$ cat src/rtl/fetch_unit_if.sv
// fetch_unit_if: bundle of the fetch stage's control, target, memory and
// IF/ID signals.
//   master : hazard/ID control and instruction memory side. It drives the stalls,
//            the flush, PCSrc, the targets and IMem_Instr.
//   slave  : fetch_unit. It drives IMem_Addr, the IF/ID fields, Protocol_Err
//            and the performance counters.
// CNT_W sets the counter width. It must match the CNT_W of the fetch_unit bound to it.
interface fetch_unit_if #(parameter int CNT_W = 16);
  logic             PC_Stall;
  logic             IF_ID_Stall;
  logic             IF_ID_Flush;
  logic [1:0]       PCSrc;
  logic [31:0]      ID_BranchTarget;
  logic [31:0]      ID_JumpTarget;
  logic [31:0]      ID_JRTarget;
  logic [31:0]      IMem_Addr;
  logic [31:0]      IMem_Instr;
  logic [31:0]      IF_ID_Instr;
  logic [31:0]      IF_ID_PCPlus4;
  logic             IF_ID_Valid;
  logic             Protocol_Err;
  logic [CNT_W-1:0] Stall_Count;
  logic [CNT_W-1:0] Flush_Count;

  modport master (
    output PC_Stall, IF_ID_Stall, IF_ID_Flush, PCSrc,
           ID_BranchTarget, ID_JumpTarget, ID_JRTarget, IMem_Instr,
    input  IMem_Addr, IF_ID_Instr, IF_ID_PCPlus4, IF_ID_Valid,
           Protocol_Err, Stall_Count, Flush_Count
  );

  modport slave (
    input  PC_Stall, IF_ID_Stall, IF_ID_Flush, PCSrc,
           ID_BranchTarget, ID_JumpTarget, ID_JRTarget, IMem_Instr,
    output IMem_Addr, IF_ID_Instr, IF_ID_PCPlus4, IF_ID_Valid,
           Protocol_Err, Stall_Count, Flush_Count
  );
endinterface

$ cat src/rtl/fetch_unit.sv
// fetch_unit: instruction-fetch stage of the 5-stage MIPS pipeline.
// It owns the PC and the IF/ID pipeline register.
// Ports:
//   CLK   : pipeline clock. All state updates on the rising edge.
//   RESET : synchronous, active-high reset. It dominates every other input.
//   bus   : fetch_unit_if.slave. It carries the stall/flush/PCSrc controls,
//           the redirect targets, the instruction memory address/data, the
//           IF/ID outputs, the sticky Protocol_Err flag and the saturating
//           stall/flush counters.
// Every output is a register. IMem_Addr is the PC register itself, so there
// is no combinational path from any input to any output.
module fetch_unit #(
  parameter logic [31:0] RESET_PC = 32'h0000_0000,
  parameter int          CNT_W    = 16
) (
  input  logic      CLK,
  input  logic      RESET,
  fetch_unit_if.slave bus
);

  logic [31:0]      pc_reg,        pc_next;
  logic [31:0]      instr_reg,     instr_next;
  logic [31:0]      pcplus4_reg,   pcplus4_next;
  logic             valid_reg,     valid_next;
  logic             err_reg,       err_next;
  logic [CNT_W-1:0] stall_cnt_reg, stall_cnt_next;
  logic [CNT_W-1:0] flush_cnt_reg, flush_cnt_next;

  logic [31:0] pc_plus4;
  logic [31:0] target;

  assign pc_plus4 = pc_reg + 32'd4;   // wraps modulo 2^32

  always_comb begin
    target = pc_plus4;
    case (bus.PCSrc)
      2'b00:   target = pc_plus4;
      2'b01:   target = bus.ID_BranchTarget;
      2'b10:   target = bus.ID_JumpTarget;
      default: target = bus.ID_JRTarget;
    endcase
  end

  always_comb begin
    pc_next        = pc_reg;
    instr_next     = instr_reg;
    pcplus4_next   = pcplus4_reg;
    valid_next     = valid_reg;
    err_next       = err_reg;
    stall_cnt_next = stall_cnt_reg;
    flush_cnt_next = flush_cnt_reg;

    // PC_Stall ignores PCSrc. A redirect that arrives during a stall is
    // picked up again from ID once the stall releases.
    if (!bus.PC_Stall)
      pc_next = {target[31:2], 2'b00};

    // A flush beats a stall, so a bubble is inserted even when IF/ID is held.
    if (bus.IF_ID_Flush) begin
      instr_next   = 32'h0;
      pcplus4_next = 32'h0;
      valid_next   = 1'b0;
    end else if (!bus.IF_ID_Stall) begin
      instr_next   = bus.IMem_Instr;
      pcplus4_next = pc_plus4;
      valid_next   = 1'b1;
    end

    // Hazard-unit outputs are expected to stall PC and IF/ID together, and
    // never to flush a stage whose PC is frozen. The flag is sticky.
    if ((bus.PC_Stall != bus.IF_ID_Stall) || (bus.IF_ID_Flush && bus.PC_Stall))
      err_next = 1'b1;

    if (bus.IF_ID_Stall && !bus.IF_ID_Flush && !(&stall_cnt_reg))
      stall_cnt_next = stall_cnt_reg + CNT_W'(1);
    if (bus.IF_ID_Flush && !(&flush_cnt_reg))
      flush_cnt_next = flush_cnt_reg + CNT_W'(1);
  end

  always_ff @(posedge CLK) begin
    if (RESET) begin
      pc_reg        <= RESET_PC;
      instr_reg     <= 32'h0;
      pcplus4_reg   <= 32'h0;
      valid_reg     <= 1'b0;
      err_reg       <= 1'b0;
      stall_cnt_reg <= '0;
      flush_cnt_reg <= '0;
    end else begin
      pc_reg        <= pc_next;
      instr_reg     <= instr_next;
      pcplus4_reg   <= pcplus4_next;
      valid_reg     <= valid_next;
      err_reg       <= err_next;
      stall_cnt_reg <= stall_cnt_next;
      flush_cnt_reg <= flush_cnt_next;
    end
  end

  assign bus.IMem_Addr     = pc_reg;
  assign bus.IF_ID_Instr   = instr_reg;
  assign bus.IF_ID_PCPlus4 = pcplus4_reg;
  assign bus.IF_ID_Valid   = valid_reg;
  assign bus.Protocol_Err  = err_reg;
  assign bus.Stall_Count   = stall_cnt_reg;
  assign bus.Flush_Count   = flush_cnt_reg;

endmodule
$ cat src/flat_wrapper.sv
// flat-port wrapper written by rule: the top's interface ports become plain ports
module fetch_unit_flat 
#(
  parameter logic [31:0] RESET_PC = 32'h0000_0000,
  parameter int          CNT_W    = 16
)
  (CLK, RESET, bus_PC_Stall, bus_IF_ID_Stall, bus_IF_ID_Flush, bus_PCSrc, bus_ID_BranchTarget, bus_ID_JumpTarget, bus_ID_JRTarget, bus_IMem_Instr, bus_IMem_Addr, bus_IF_ID_Instr, bus_IF_ID_PCPlus4, bus_IF_ID_Valid, bus_Protocol_Err, bus_Stall_Count, bus_Flush_Count);
  fetch_unit_if #(.CNT_W(CNT_W)) bus_i ();
  input  logic CLK;
  input  logic RESET;
  input wire logic [$bits(bus_i.PC_Stall)-1:0] bus_PC_Stall;
  input wire logic [$bits(bus_i.IF_ID_Stall)-1:0] bus_IF_ID_Stall;
  input wire logic [$bits(bus_i.IF_ID_Flush)-1:0] bus_IF_ID_Flush;
  input wire logic [$bits(bus_i.PCSrc)-1:0] bus_PCSrc;
  input wire logic [$bits(bus_i.ID_BranchTarget)-1:0] bus_ID_BranchTarget;
  input wire logic [$bits(bus_i.ID_JumpTarget)-1:0] bus_ID_JumpTarget;
  input wire logic [$bits(bus_i.ID_JRTarget)-1:0] bus_ID_JRTarget;
  input wire logic [$bits(bus_i.IMem_Instr)-1:0] bus_IMem_Instr;
  output wire logic [$bits(bus_i.IMem_Addr)-1:0] bus_IMem_Addr;
  output wire logic [$bits(bus_i.IF_ID_Instr)-1:0] bus_IF_ID_Instr;
  output wire logic [$bits(bus_i.IF_ID_PCPlus4)-1:0] bus_IF_ID_PCPlus4;
  output wire logic [$bits(bus_i.IF_ID_Valid)-1:0] bus_IF_ID_Valid;
  output wire logic [$bits(bus_i.Protocol_Err)-1:0] bus_Protocol_Err;
  output wire logic [$bits(bus_i.Stall_Count)-1:0] bus_Stall_Count;
  output wire logic [$bits(bus_i.Flush_Count)-1:0] bus_Flush_Count;
  assign bus_i.PC_Stall = bus_PC_Stall;
  assign bus_i.IF_ID_Stall = bus_IF_ID_Stall;
  assign bus_i.IF_ID_Flush = bus_IF_ID_Flush;
  assign bus_i.PCSrc = bus_PCSrc;
  assign bus_i.ID_BranchTarget = bus_ID_BranchTarget;
  assign bus_i.ID_JumpTarget = bus_ID_JumpTarget;
  assign bus_i.ID_JRTarget = bus_ID_JRTarget;
  assign bus_i.IMem_Instr = bus_IMem_Instr;
  assign bus_IMem_Addr = bus_i.IMem_Addr;
  assign bus_IF_ID_Instr = bus_i.IF_ID_Instr;
  assign bus_IF_ID_PCPlus4 = bus_i.IF_ID_PCPlus4;
  assign bus_IF_ID_Valid = bus_i.IF_ID_Valid;
  assign bus_Protocol_Err = bus_i.Protocol_Err;
  assign bus_Stall_Count = bus_i.Stall_Count;
  assign bus_Flush_Count = bus_i.Flush_Count;
  fetch_unit #(.RESET_PC(RESET_PC), .CNT_W(CNT_W)) u_core (.CLK(CLK), .RESET(RESET), .bus(bus_i));
endmodule
$ cat config.mk
export PLATFORM = sky130hd
export DESIGN_NAME = fetch_unit_flat
export DESIGN_NICKNAME = d
export VERILOG_FILES = /design/src/rtl/fetch_unit_if.sv /design/src/rtl/fetch_unit.sv /design/src/flat_wrapper.sv
export SDC_FILE = /design/constraint.sdc
export NUM_CORES = 1
export LEC_CHECK = 0
export BUFFER_PORTS_ARGS = -buffer_cell sky130_fd_sc_hd__buf_2
export CAP_MARGIN = 40
export CORE_UTILIZATION = 49
export DETAILED_ROUTE_END_ITERATION = 16
export PLACE_DENSITY = 0.8
export SYNTH_ARGS = -nofsm -noshare
export SYNTH_HDL_FRONTEND = slang
export SYNTH_SLANG_ARGS = --single-unit
export TNS_END_PERCENT = 1
$ cat constraint.sdc
create_clock -name CLK -period 2.53 [get_ports CLK]
set_input_delay 0.3795 -clock CLK [delete_from_list [all_inputs] [get_ports CLK]]
set_output_delay 0.3795 -clock CLK [all_outputs]
set_load 0.01 [all_outputs]
==> out/results.tsv, run 1 <==
stage	metric	value	unit
run_status	status	complete, no violations	
detailed_routing	wl_per_cell	16.4	µm
setup_path	endpoint_kind	flip-flop	
setup_path	critPathKind	reg -> reg	
detailed_routing	wl_met2	9.28	mm
detailed_routing	wl_met3	1.51	mm
setup_path	cp.required	2.80	ns
place	portBuffers	254	
clock_tree	cts.sinks	126	
synthesis	synth_seq_cells	126	
synthesis	ys_warn_count	0	
finish	final_layout_size_suffix_gt1_share	33.0	%
detailed_routing	wl_met1	8.44	mm
sta	max-slew-margin-rel	48.0	%
worst_hold_path	holdPathStages	3	
synthesis	synth.avg_cell_area	8.47	µm²
setup_path	worst_r2r_path_depth	5	
place	dp_hpwl	14.4	mm
setup_path	worst-path-stages	5	
setup_path	path_buf_inv	0	
detailed_routing	highest_layer	met5	
grt	grt_pass1_vias	6209	
sta	rsz0062_at_grt	no	
detailed_routing	drt_iter0_drc	449	
setup_path	critPathMaxStageDelay	0.58	ns
sta	fin_crit	2.18	ns
grt	grt_pass1_wl	31.4	mm
power_and_ir_drop	ir_worst_vdd	566	µV
setup_path	cpMaxStageDelayCell	nor4_1	
clock_tree	clock_latency	0.42	ns
floorplan	die_height	118	µm
place	gp_congestion	0.947	
floorplan	io_pins	265	
detailed_routing	routed_wl	19.7	mm
sta	max_slew.worst_pin.slew	0.774	ns
floorplan	dieWidth	118	µm
sta	finalCritPeriodShare	86.4	%
synthesis	synth_top_cell_by_area	dfxtp_1	
sta	clock_skew	0.00537	ns
clock_tree	htreeDepth	4	
clock_tree	ctsHoldBuffers	0	
floorplan	num_rows	42	
synthesis	postSynthCellCount	781	
place	placed_cells	1167	
finish	diodes	0	
sta	maxSlewViolCount	0	
finish	area_growth	30.5	%
synthesis	syn_area	6620	µm²
job	maxCapViolations	0	
sta	max_freq	458	MHz
synthesis	synth_top_area_share	38.1	%
power_and_ir_drop	leakagePower	3.89	nW
sta	hold_viol_final	0	
setup_path	cp_cell_sequence	and4_1 > nand4_1 > nor4_1 > mux2i_1 > o22ai_1	
detailed_routing	viasPerCell	5.57	
clock_tree	cts_buffer_depth	2	
clock_tree	tritoncts	done	
power_and_ir_drop	p_per_area	628	nW/µm²
clock_tree	cts_buffers	17	
synthesis	synth_edf_count	0	
grt	track_usage	28.2	%
synthesis	ys.flop_type	dfxtp_1	
floorplan	core-area	13200	µm²
finish	nets	1148	
worst_hold_path	min_path_type	in -> reg	
synthesis	async_reset_ff_share	0	%
setup_path	arrival	2.45	ns
detailed_routing	ant_nets	0	
finish	fill_cells	1164	
synthesis	synth.area.top_cells	dfxtp_1, mux2i_1, nor2_1, a21oi_1, xnor2_1	
setup_path	critPathMaxFanout	9	
sta	setup_violations	0	
grt	antenna_found_initial	1	
sta	fin_setup_tns	0	ns
clock_tree	cts_setup_buffers	0	
floorplan	start_util	50.2	%
clock_tree	path_clk_slew	0.06	ns
detailed_routing	drc	0	
setup_path	crit_family	simple AND/OR/NAND/NOR gates	
detailed_routing	vias	6679	
finish	finalNonFillerCells	1199	
clock_tree	post_cts_resized	0	
grt	grt_max_degree	47	
setup_path	start_kind	flip-flop	
clock_tree	cts_root_buf	clkbuf_16	
finish	final_core_util	65.4	%
synthesis	ys_seq_area_share	38.1	%
floorplan	die_area	14000	µm²
detailed_routing	drtPass1Iterations	5	
grt	grt_overflow_total	0	
synthesis	ys_types	64	
## synth_stat cells, drive strengths merged, types with 2 or more instances
cell	count
dfxtp	126
clkbuf	40
mux2i	51
o211ai	4
nand2b	4
xor2	21
o31ai	2
nand3	18
nand2	26
inv	14
o311a	2
and3	6
a22oi	15
o22ai	9
a21o	2
nor3	16
o2bb2ai	6
and2	9
nand4b	2
o21ai	33
o32a	4
a21oi	57
or3	3
xnor2	26
a31oi	10
or2	3
nor2b	4
nor4bb	2
nor2	133
nand4	30
mux2	20
a221oi	3
nor4	10
mux4	4
buf	24
or4	4
a211oi	13
ha	3
and4	9
## metal layers
metal,track usage (%),vias to the layer above
li1,-,3264
met2,46.5,256
met5,0,-
met3,6.52,36
met4,10.4,2
met1,35.9,3121
## worst paths after layout
kind                                               from                                      end  slack, ns
hold reg to reg    u_core.bus.Protocol_Err$_SDFFE_PP0P_     u_core.bus.Protocol_Err$_SDFFE_PP0P_       0.45
setup / recovery  u_core.bus.IMem_Addr[13]$_SDFFE_PP0N_    u_core.bus.IMem_Addr[26]$_SDFFE_PP0N_       0.35
hold / removal                       bus_IMem_Instr[17]  u_core.bus.IF_ID_Instr[17]$_SDFFE_PP0N_       0.19
setup reg to reg  u_core.bus.IMem_Addr[13]$_SDFFE_PP0N_    u_core.bus.IMem_Addr[26]$_SDFFE_PP0N_       0.35
## power breakdown
| group | internal (mW) | switching, mW |
|---|---|---|
| Clock | 1.72 | 0.878 |
| Combinational | 0.307 | 0.356 |
| Sequential | 2.06 | 0.0980 |
## layout by cell type (no fill, tap or decap), types with 21 or more instances in the layout
| master | count |
|---|---|
| xor2_1 | 21 |
| mux2i_1 | 51 |
| nand2_1 | 25 |
| a21oi_1 | 57 |
| nor2_1 | 133 |
| dfxtp_1 | 126 |
| o21ai_0 | 33 |
| xnor2_1 | 26 |
| buf_2 | 254 |
| nand4_1 | 30 |
## worst reg2reg max path, stage by stage, from the launching register on
cell and delay [ns]:
dfxtp_1 0.50, and4_1 0.37, nand4_1 0.25, nor4_1 0.58, mux2i_1 0.25, o22ai_1 0.09
## area by class of cell
class / instances / area [µm²] / share of cell area, %
multi-input cells: 580 / 3780 / 43.8
flip-flops and latches: 126 / 2520 / 29.2
repair buffers: 271 / 1420 / 16.5
clock buffers: 21 / 470 / 5.45
well taps: 176 / 220 / 2.55
clock inverters: 11 / 161 / 1.87
inverters: 14 / 52.6 / 0.609
## logic make-up after synthesis
| logic type | after synthesis | share of synthesized area, % |
|---|---|---|
| compound gates | 168 | 15.9 |
| fa+ha+maj | 3 | 0.567 |
| simple gates | 283 | 21.7 |
| xor+xnor | 47 | 6.22 |
| flops | 126 | 38.1 |
| mux | 75 | 12.5 |
| buf+inv | 78 | 4.92 |
| other cells | 1 | 0.0567 |
## state kept, by name, indices dropped and copies added, names as in the netlist
signal / flops
u_core.bus.IMem_Addr: 30
u_core.bus.IF_ID_PCPlus4: 30
u_core.bus.Stall_Count: 16
u_core.bus.Flush_Count: 16
u_core.bus.Protocol_Err: 1
u_core.bus.IF_ID_Instr: 32
u_core.bus.IF_ID_Valid: 1
## stage by stage
stage,cell area [µm²],worst slack [ns],power [mW],hold slack (ns)
4_1_cts,8630,0.408,5.46,0.177
2_1_floorplan,6630,0.587,2.58,0.470
6_report,8630,0.345,5.42,0.188
3_3_place_gp,7980,0.442,2.84,0.431
3_5_place_dp,8000,0.391,2.85,0.436
5_1_grt,8630,0.255,5.61,0.191
(Power assumes the default switching activity.)
==> run 2, diff against run 1 <==
Settings changed: CORE_UTILIZATION 49 to 51, CTS_BUF_LIST set to sky130_fd_sc_hd__clkbuf_8, PLACE_DENSITY 0.8 to 0.83.
==> out/results.tsv, run 2 (synthesized netlist as in run 1, its figures left out) <==
stage	metric	value	unit	change
run_status	status	complete, no violations		
place	portBuffers	254		unchanged
setup_path	worst_r2r_path_depth	5		unchanged
clock_tree	cts_setup_buffers	0		unchanged
detailed_routing	routed_wl	19.2	mm	-2.1%
grt	grt_overflow_total	0		unchanged
finish	nets	1151		+0.26%
worst_hold_path	min_path_type	in -> reg		
floorplan	io_pins	265		unchanged
setup_path	cpMaxStageDelayCell	nor4_1		
floorplan	core-area	12600	µm²	-4.3%
setup_path	startpoint	u_core.bus.IMem_Addr[13]$_SDFFE_PP0N_		
place	dp_hpwl	14.3	mm	-0.44%
clock_tree	cts_root_buf	clkbuf_8		
setup_path	r2r_end	u_core.bus.IF_ID_PCPlus4[20]$_SDFFE_PP0N_		
setup_path	arrival	2.56	ns	+0.11 ns
finish	ff_latch_area	2520	µm²	unchanged
grt	grt_pass1_wl	29.7	mm	-5.4%
grt	antenna_found_initial	1		unchanged
power_and_ir_drop	ir_worst_vdd	523	µV	-7.5%
setup_path	cp_cell_sequence	nand4_1 > nor4_1 > nand4_1 > xor2_1 > a211oi_1		
sta	maxSlewViolCount	0		unchanged
sta	clock_skew	0.0119	ns	+0.00650 ns
clock_tree	post_cts_resized	0		unchanged
floorplan	start_util	52.4	%	+2.3 points
clock_tree	tritoncts	done		
finish	fin_area	8400	µm²	-2.7%
setup_path	reg2reg_from	u_core.bus.IMem_Addr[13]$_SDFFE_PP0N_		
sta	max-slew-margin-rel	51.7	%	+3.8 points
setup_path	rrSetupSlack	0.32	ns	-0.03 ns
detailed_routing	ant_nets	0		unchanged
clock_tree	cts_buffer_depth	2		unchanged
detailed_routing	drtPass1Iterations	5		unchanged
detailed_routing	viasPerCell	5.57		about the same
finish	final_layout_size_suffix_gt1_share	33.1	%	+0.033 points
sta	finalCritPeriodShare	87.5	%	+1.1 points
clock_tree	htreeDepth	4		unchanged
setup_path	cp.required	2.88	ns	+0.08 ns
power_and_ir_drop	p_per_area	551	nW/µm²	-12%
sta	hold_viol_final	0		unchanged
sta	fin_setup_tns	0	ns	unchanged
detailed_routing	drt_iter0_drc	479		+6.7%
grt	track_usage	28.5	%	+0.24 points
floorplan	die_height	116	µm	-1.9%
detailed_routing	wl_per_cell	16.1	µm	-2.0%
finish	largest_reg_flops	32		unchanged
setup_path	critPathMaxStageDelay	0.70	ns	+0.12 ns
job	maxCapViolations	0		unchanged
floorplan	die_area	13400	µm²	-3.9%
power_and_ir_drop	leakagePower	3.79	nW	-2.5%
setup_path	endpoint_kind	flip-flop		
setup_path	critPathMaxFanout	9		unchanged
detailed_routing	vias	6668		-0.16%
power_and_ir_drop	p_total	4.63	mW	-15%
clock_tree	cts_buffers	17		unchanged
clock_tree	clock_latency	0.44	ns	+0.02 ns
finish	multi_input_area	3780	µm²	unchanged
clock_tree	cts.sinks	126		unchanged
clock_tree	path_clk_slew	0.08	ns	+0.02 ns
sta	rsz0062_at_grt	no		
setup_path	start_kind	flip-flop		
grt	grt_pass1_vias	6045		-2.6%
place	gp_congestion	0.926		-2.2%
clock_tree	ctsHoldBuffers	0		unchanged
finish	layout_commonest_cell	buf_2		
detailed_routing	drc	0		unchanged
setup_path	cp_common_cell	nand4_1		
setup_path	critPathKind	reg -> reg		
floorplan	num_rows	41		-2.4%
sta	max_slew.worst_pin.slew	0.718	ns	-0.0560 ns
sta	setup_violations	0		unchanged
sta	max_freq	452	MHz	-1.2%
sta	fin_crit	2.21	ns	+0.0276 ns
grt	grt_max_degree	47		unchanged
floorplan	dieWidth	116	µm	-1.9%
finish	fill_cells	1107		-4.9%
place	postPlaceCellArea	7990	µm²	about the same
finish	layout_common_cells	buf_2, nor2_1, dfxtp_1		
setup_path	endpoint	u_core.bus.IF_ID_PCPlus4[20]$_SDFFE_PP0N_		
finish	area_growth	27.0	%	
-- run 2: how the worst min path moves through the flow --
stage	end	slack (ns)	depth (start not counted)	start
2_1_floorplan	u_core.bus.Protocol_Err$_SDFFE_PP0P_	0.47	2	u_core.bus.Protocol_Err$_SDFFE_PP0P_
3_3_place_gp	u_core.bus.IF_ID_Valid$_SDFFE_PP0N_	0.43	1	u_core.bus.IF_ID_Valid$_SDFFE_PP0N_
3_5_place_dp	u_core.bus.Protocol_Err$_SDFFE_PP0P_	0.44	2	u_core.bus.Protocol_Err$_SDFFE_PP0P_
4_1_cts	u_core.bus.IF_ID_Instr[19]$_SDFFE_PP0N_	0.16	3	bus_IMem_Instr[19]
5_1_grt	u_core.bus.IF_ID_Instr[19]$_SDFFE_PP0N_	0.15	3	bus_IMem_Instr[19]
6_report	u_core.bus.IF_ID_Instr[29]$_SDFFE_PP0N_	0.17	3	bus_IMem_Instr[29]
-- run 2: worst max-delay path, delay by kind of cell (launching register included) --
family	cells	cell delay [ns]
AOI/OAI and AO/OA	1	0.22
xor gates and xnor gates	1	0.21
DFF	1	0.50
and+or+nand+nor	3	1.19
-- run 2: report_power, final --
group | switching (mW) | total, mW | internal (mW)
clock network | 0.806 | 1.82 | 1.01
logic | 0.350 | 0.655 | 0.306
registers | 0.0979 | 2.16 | 2.06
total | 1.25 | 4.63 | 3.38
-- run 2: per-stage QoR --
stage / cells / util, % / setup WS (ns) / hold slack [ns]
after floorplan: 784 / - / 0.587 / 0.470
after global placement: 1165 / 63.3 / 0.425 / 0.432
after detailed placement: 1166 / 63.3 / 0.390 / 0.444
after CTS: 1197 / 66.5 / 0.369 / 0.155
after global routing: 1197 / 66.5 / 0.127 / 0.148
final: 1198 / 66.6 / 0.317 / 0.173
-- run 2: per-layer routing --
layer | vias up | track usage, % | part of all wire, %
met2 | 265 | 49.0 | 49
met1 | 3092 | 34.1 | 42
met4 | 0 | 10.9 | 2.2
met5 | - | 0 | 0
li1 | 3279 | - | -
met3 | 32 | 7.43 | 7.1
-- run 2: area by class of cell --
type                            instances  share of cell area (%)
Clock buffer                           19                    3.11
Clock inverter                         12                    1.73
Timing Repair Buffer                  274                    16.9
Antenna cell                            1                  0.0298
Multi-Input combinational cell        580                    45.0
Sequential cell                       126                    30.0
Tap cell                              172                    2.56
Inverter                               14                   0.626
==> run 3, diff against run 2 <==
Settings changed: CORE_UTILIZATION 51 to 40, PLACE_DENSITY 0.83 to 0.67.
Clock period 2.53 ns to 2.7 ns, I/O delays scaled along.
==> out/results.tsv, run 3 (synthesized netlist as in run 1, its figures left out) <==
stage	metric	value	unit	change
finish	layout_commonest_cell	buf_2		
sta	max_freq	428	MHz	-5.3%
sta	setup_ws	0.363	ns	+0.0460 ns
power_and_ir_drop	p_per_area	495	nW/µm²	-10%
detailed_routing	vias	6571		-1.5%
clock_tree	cts_buffers	17		unchanged
grt	grt_pass1_wl	30.2	mm	+1.8%
detailed_routing	drtPass1Iterations	5		unchanged
sta	maxSlewViolCount	0		unchanged
setup_path	endpoint_kind	flip-flop		
sta	finalCritPeriodShare	86.5	%	-0.91 points
run_status	status	complete, no violations		
clock_tree	tritoncts	done		
detailed_routing	drt_iter0_drc	393		-18%
setup_path	critPathKind	reg -> reg		
finish	layout_common_cells	buf_2, nor2_1, dfxtp_1		
finish	final_layout_size_suffix_gt1_share	32.7	%	-0.36 points
place	pre_cts_ws	0.421	ns	+0.0303 ns
clock_tree	ctsHoldBuffers	0		unchanged
clock_tree	cts.sinks	126		unchanged
sta	fin_setup_tns	0	ns	unchanged
floorplan	die_height	131	µm	+13%
sta	hold_viol_final	0		unchanged
place	portBuffers	254		unchanged
finish	largest_reg_flops	32		unchanged
power_and_ir_drop	leakagePower	3.76	nW	-0.70%
setup_path	critPathMaxFanout	9		unchanged
grt	grt_max_degree	47		unchanged
sta	rsz0062_at_grt	no		
worst_hold_path	min_path_type	in -> reg		
power_and_ir_drop	ir_worst_vdd	259	µV	-50%
detailed_routing	drc	0		unchanged
setup_path	cp_cell_sequence	nand4_1 > nor4_1 > nand4_1 > xor2_1 > a211oi_1		
grt	grt_pass1_vias	5727		-5.3%
job	maxCapViolations	0		unchanged
clock_tree	clock_latency	0.45	ns	about the same
sta	clock_skew	0.0109	ns	-0.000951 ns
sta	max-slew-margin-rel	53.0	%	+1.2 points
setup_path	cp.required	3.05	ns	+0.17 ns
sta	max_slew.worst_pin.slew	0.706	ns	-0.0119 ns
floorplan	die_area	17100	µm²	+27%
detailed_routing	viasPerCell	5.31		-4.6%
floorplan	io_pins	265		unchanged
grt	grt_overflow_total	0		unchanged
floorplan	core-area	16000	µm²	+27%
setup_path	crit_family	simple AND/OR/NAND/NOR gates		
setup_path	critPathMaxStageDelay	0.70	ns	about the same
finish	final_core_util	52.3	%	-14 points
setup_path	start_kind	flip-flop		
clock_tree	cts_setup_buffers	0		unchanged
floorplan	dieWidth	131	µm	+13%
clock_tree	path_clk_slew	0.07	ns	about the same
floorplan	start_util	41.3	%	-11 points
finish	fin_area	8370	µm²	-0.31%
setup_path	cp_common_cell	nand4_1		
detailed_routing	ant_nets	0		unchanged
finish	diodes	0		-1
setup_path	arrival	2.69	ns	+0.13 ns
detailed_routing	routed_wl	19.9	mm	+3.6%
floorplan	num_rows	46		+12%
sta	setup_violations	0		unchanged
sta	fin_crit	2.34	ns	+0.124 ns
place	dp_hpwl	14.9	mm	+4.0%
clock_tree	htreeDepth	4		unchanged
place	gp_congestion	0.879		-5.1%
grt	antenna_found_initial	0		-1
finish	area_growth	26.6	%	
clock_tree	cts_root_buf	clkbuf_8		
place	postPlaceCellArea	8020	µm²	+0.41%
clock_tree	cts_buffer_depth	2		unchanged
grt	track_usage	23.2	%	-5.3 points
setup_path	cpMaxStageDelayCell	nor4_1		
finish	nets	1148		-0.26%
setup_path	path_buf_inv	0		unchanged
detailed_routing	wl_per_cell	16.1	µm	+0.33%
clock_tree	post_cts_resized	0		unchanged
## run 3: cell count changes in the layout (fill, tap and decap cells not counted), sizes merged
| cell | change |
|---|---|
| buf | -3 |
| bufinv | -2 |
| clkbuf | +1 |
| clkinv | +2 |
| clkinvlp | -2 |
| diode | -1 |
## run 3: worst register-to-register path: cells and delay by family, from the launching register on
family	cells	cell delay, ns
and+or+nand+nor	3	1.31
DFF	1	0.49
xor gates and xnor gates	1	0.22
AOI/OAI and AO/OA	1	0.23
## run 3: report_power, final
group | switching, mW | total [mW] | internal, mW
sequential | 0.0914 | 2.02 | 1.93
combinational | 0.328 | 0.613 | 0.284
clock | 0.737 | 1.51 | 0.773
## run 3: layout make-up
| class | count | area [µm²] |
|---|---|---|
| clock buffer | 20 | 275 |
| clock inverter | 10 | 75.1 |
| fill | 1633 | 7630 |
| inverter | 14 | 52.6 |
| multi-input combinational | 580 | 3780 |
| sequential | 126 | 2520 |
| tap | 216 | 270 |
| timing repair buffer | 271 | 1400 |
## run 3: worst paths after layout
check                                         endpoint  slack (ns)  depth (start not counted)                                   from
max          u_core.bus.IF_ID_PCPlus4[20]$_SDFFE_PP0N_        0.36                          5  u_core.bus.IMem_Addr[13]$_SDFFE_PP0N_
min            u_core.bus.IF_ID_Instr[29]$_SDFFE_PP0N_        0.19                          3                     bus_IMem_Instr[29]
max reg2reg  u_core.bus.IF_ID_PCPlus4[20]$_SDFFE_PP0N_        0.36                          5  u_core.bus.IMem_Addr[13]$_SDFFE_PP0N_
min reg2reg        u_core.bus.IF_ID_Valid$_SDFFE_PP0N_        0.45                          1    u_core.bus.IF_ID_Valid$_SDFFE_PP0N_
## run 3: routing by layer
layer  up-vias  track usage (%)  part of all wire [%]  wire, µm
met5         -                0                     0         0
met4         0             6.56                  0.93       186
met3        14             7.13                   7.6      1510
met2       236             38.0                    48      9600
met1      3045             29.4                    43      8640
li1       3276                -                     -         -
## run 3: through the flow
stage               total power, mW  std cells  hold WS [ns]
global route                   4.34       1237         0.169
finish                         4.14       1237         0.188
CTS                            4.19       1237         0.167
floorplan                      2.41        784         0.470
detailed placement             2.68       1207         0.441
global placement               2.67       1207         0.432
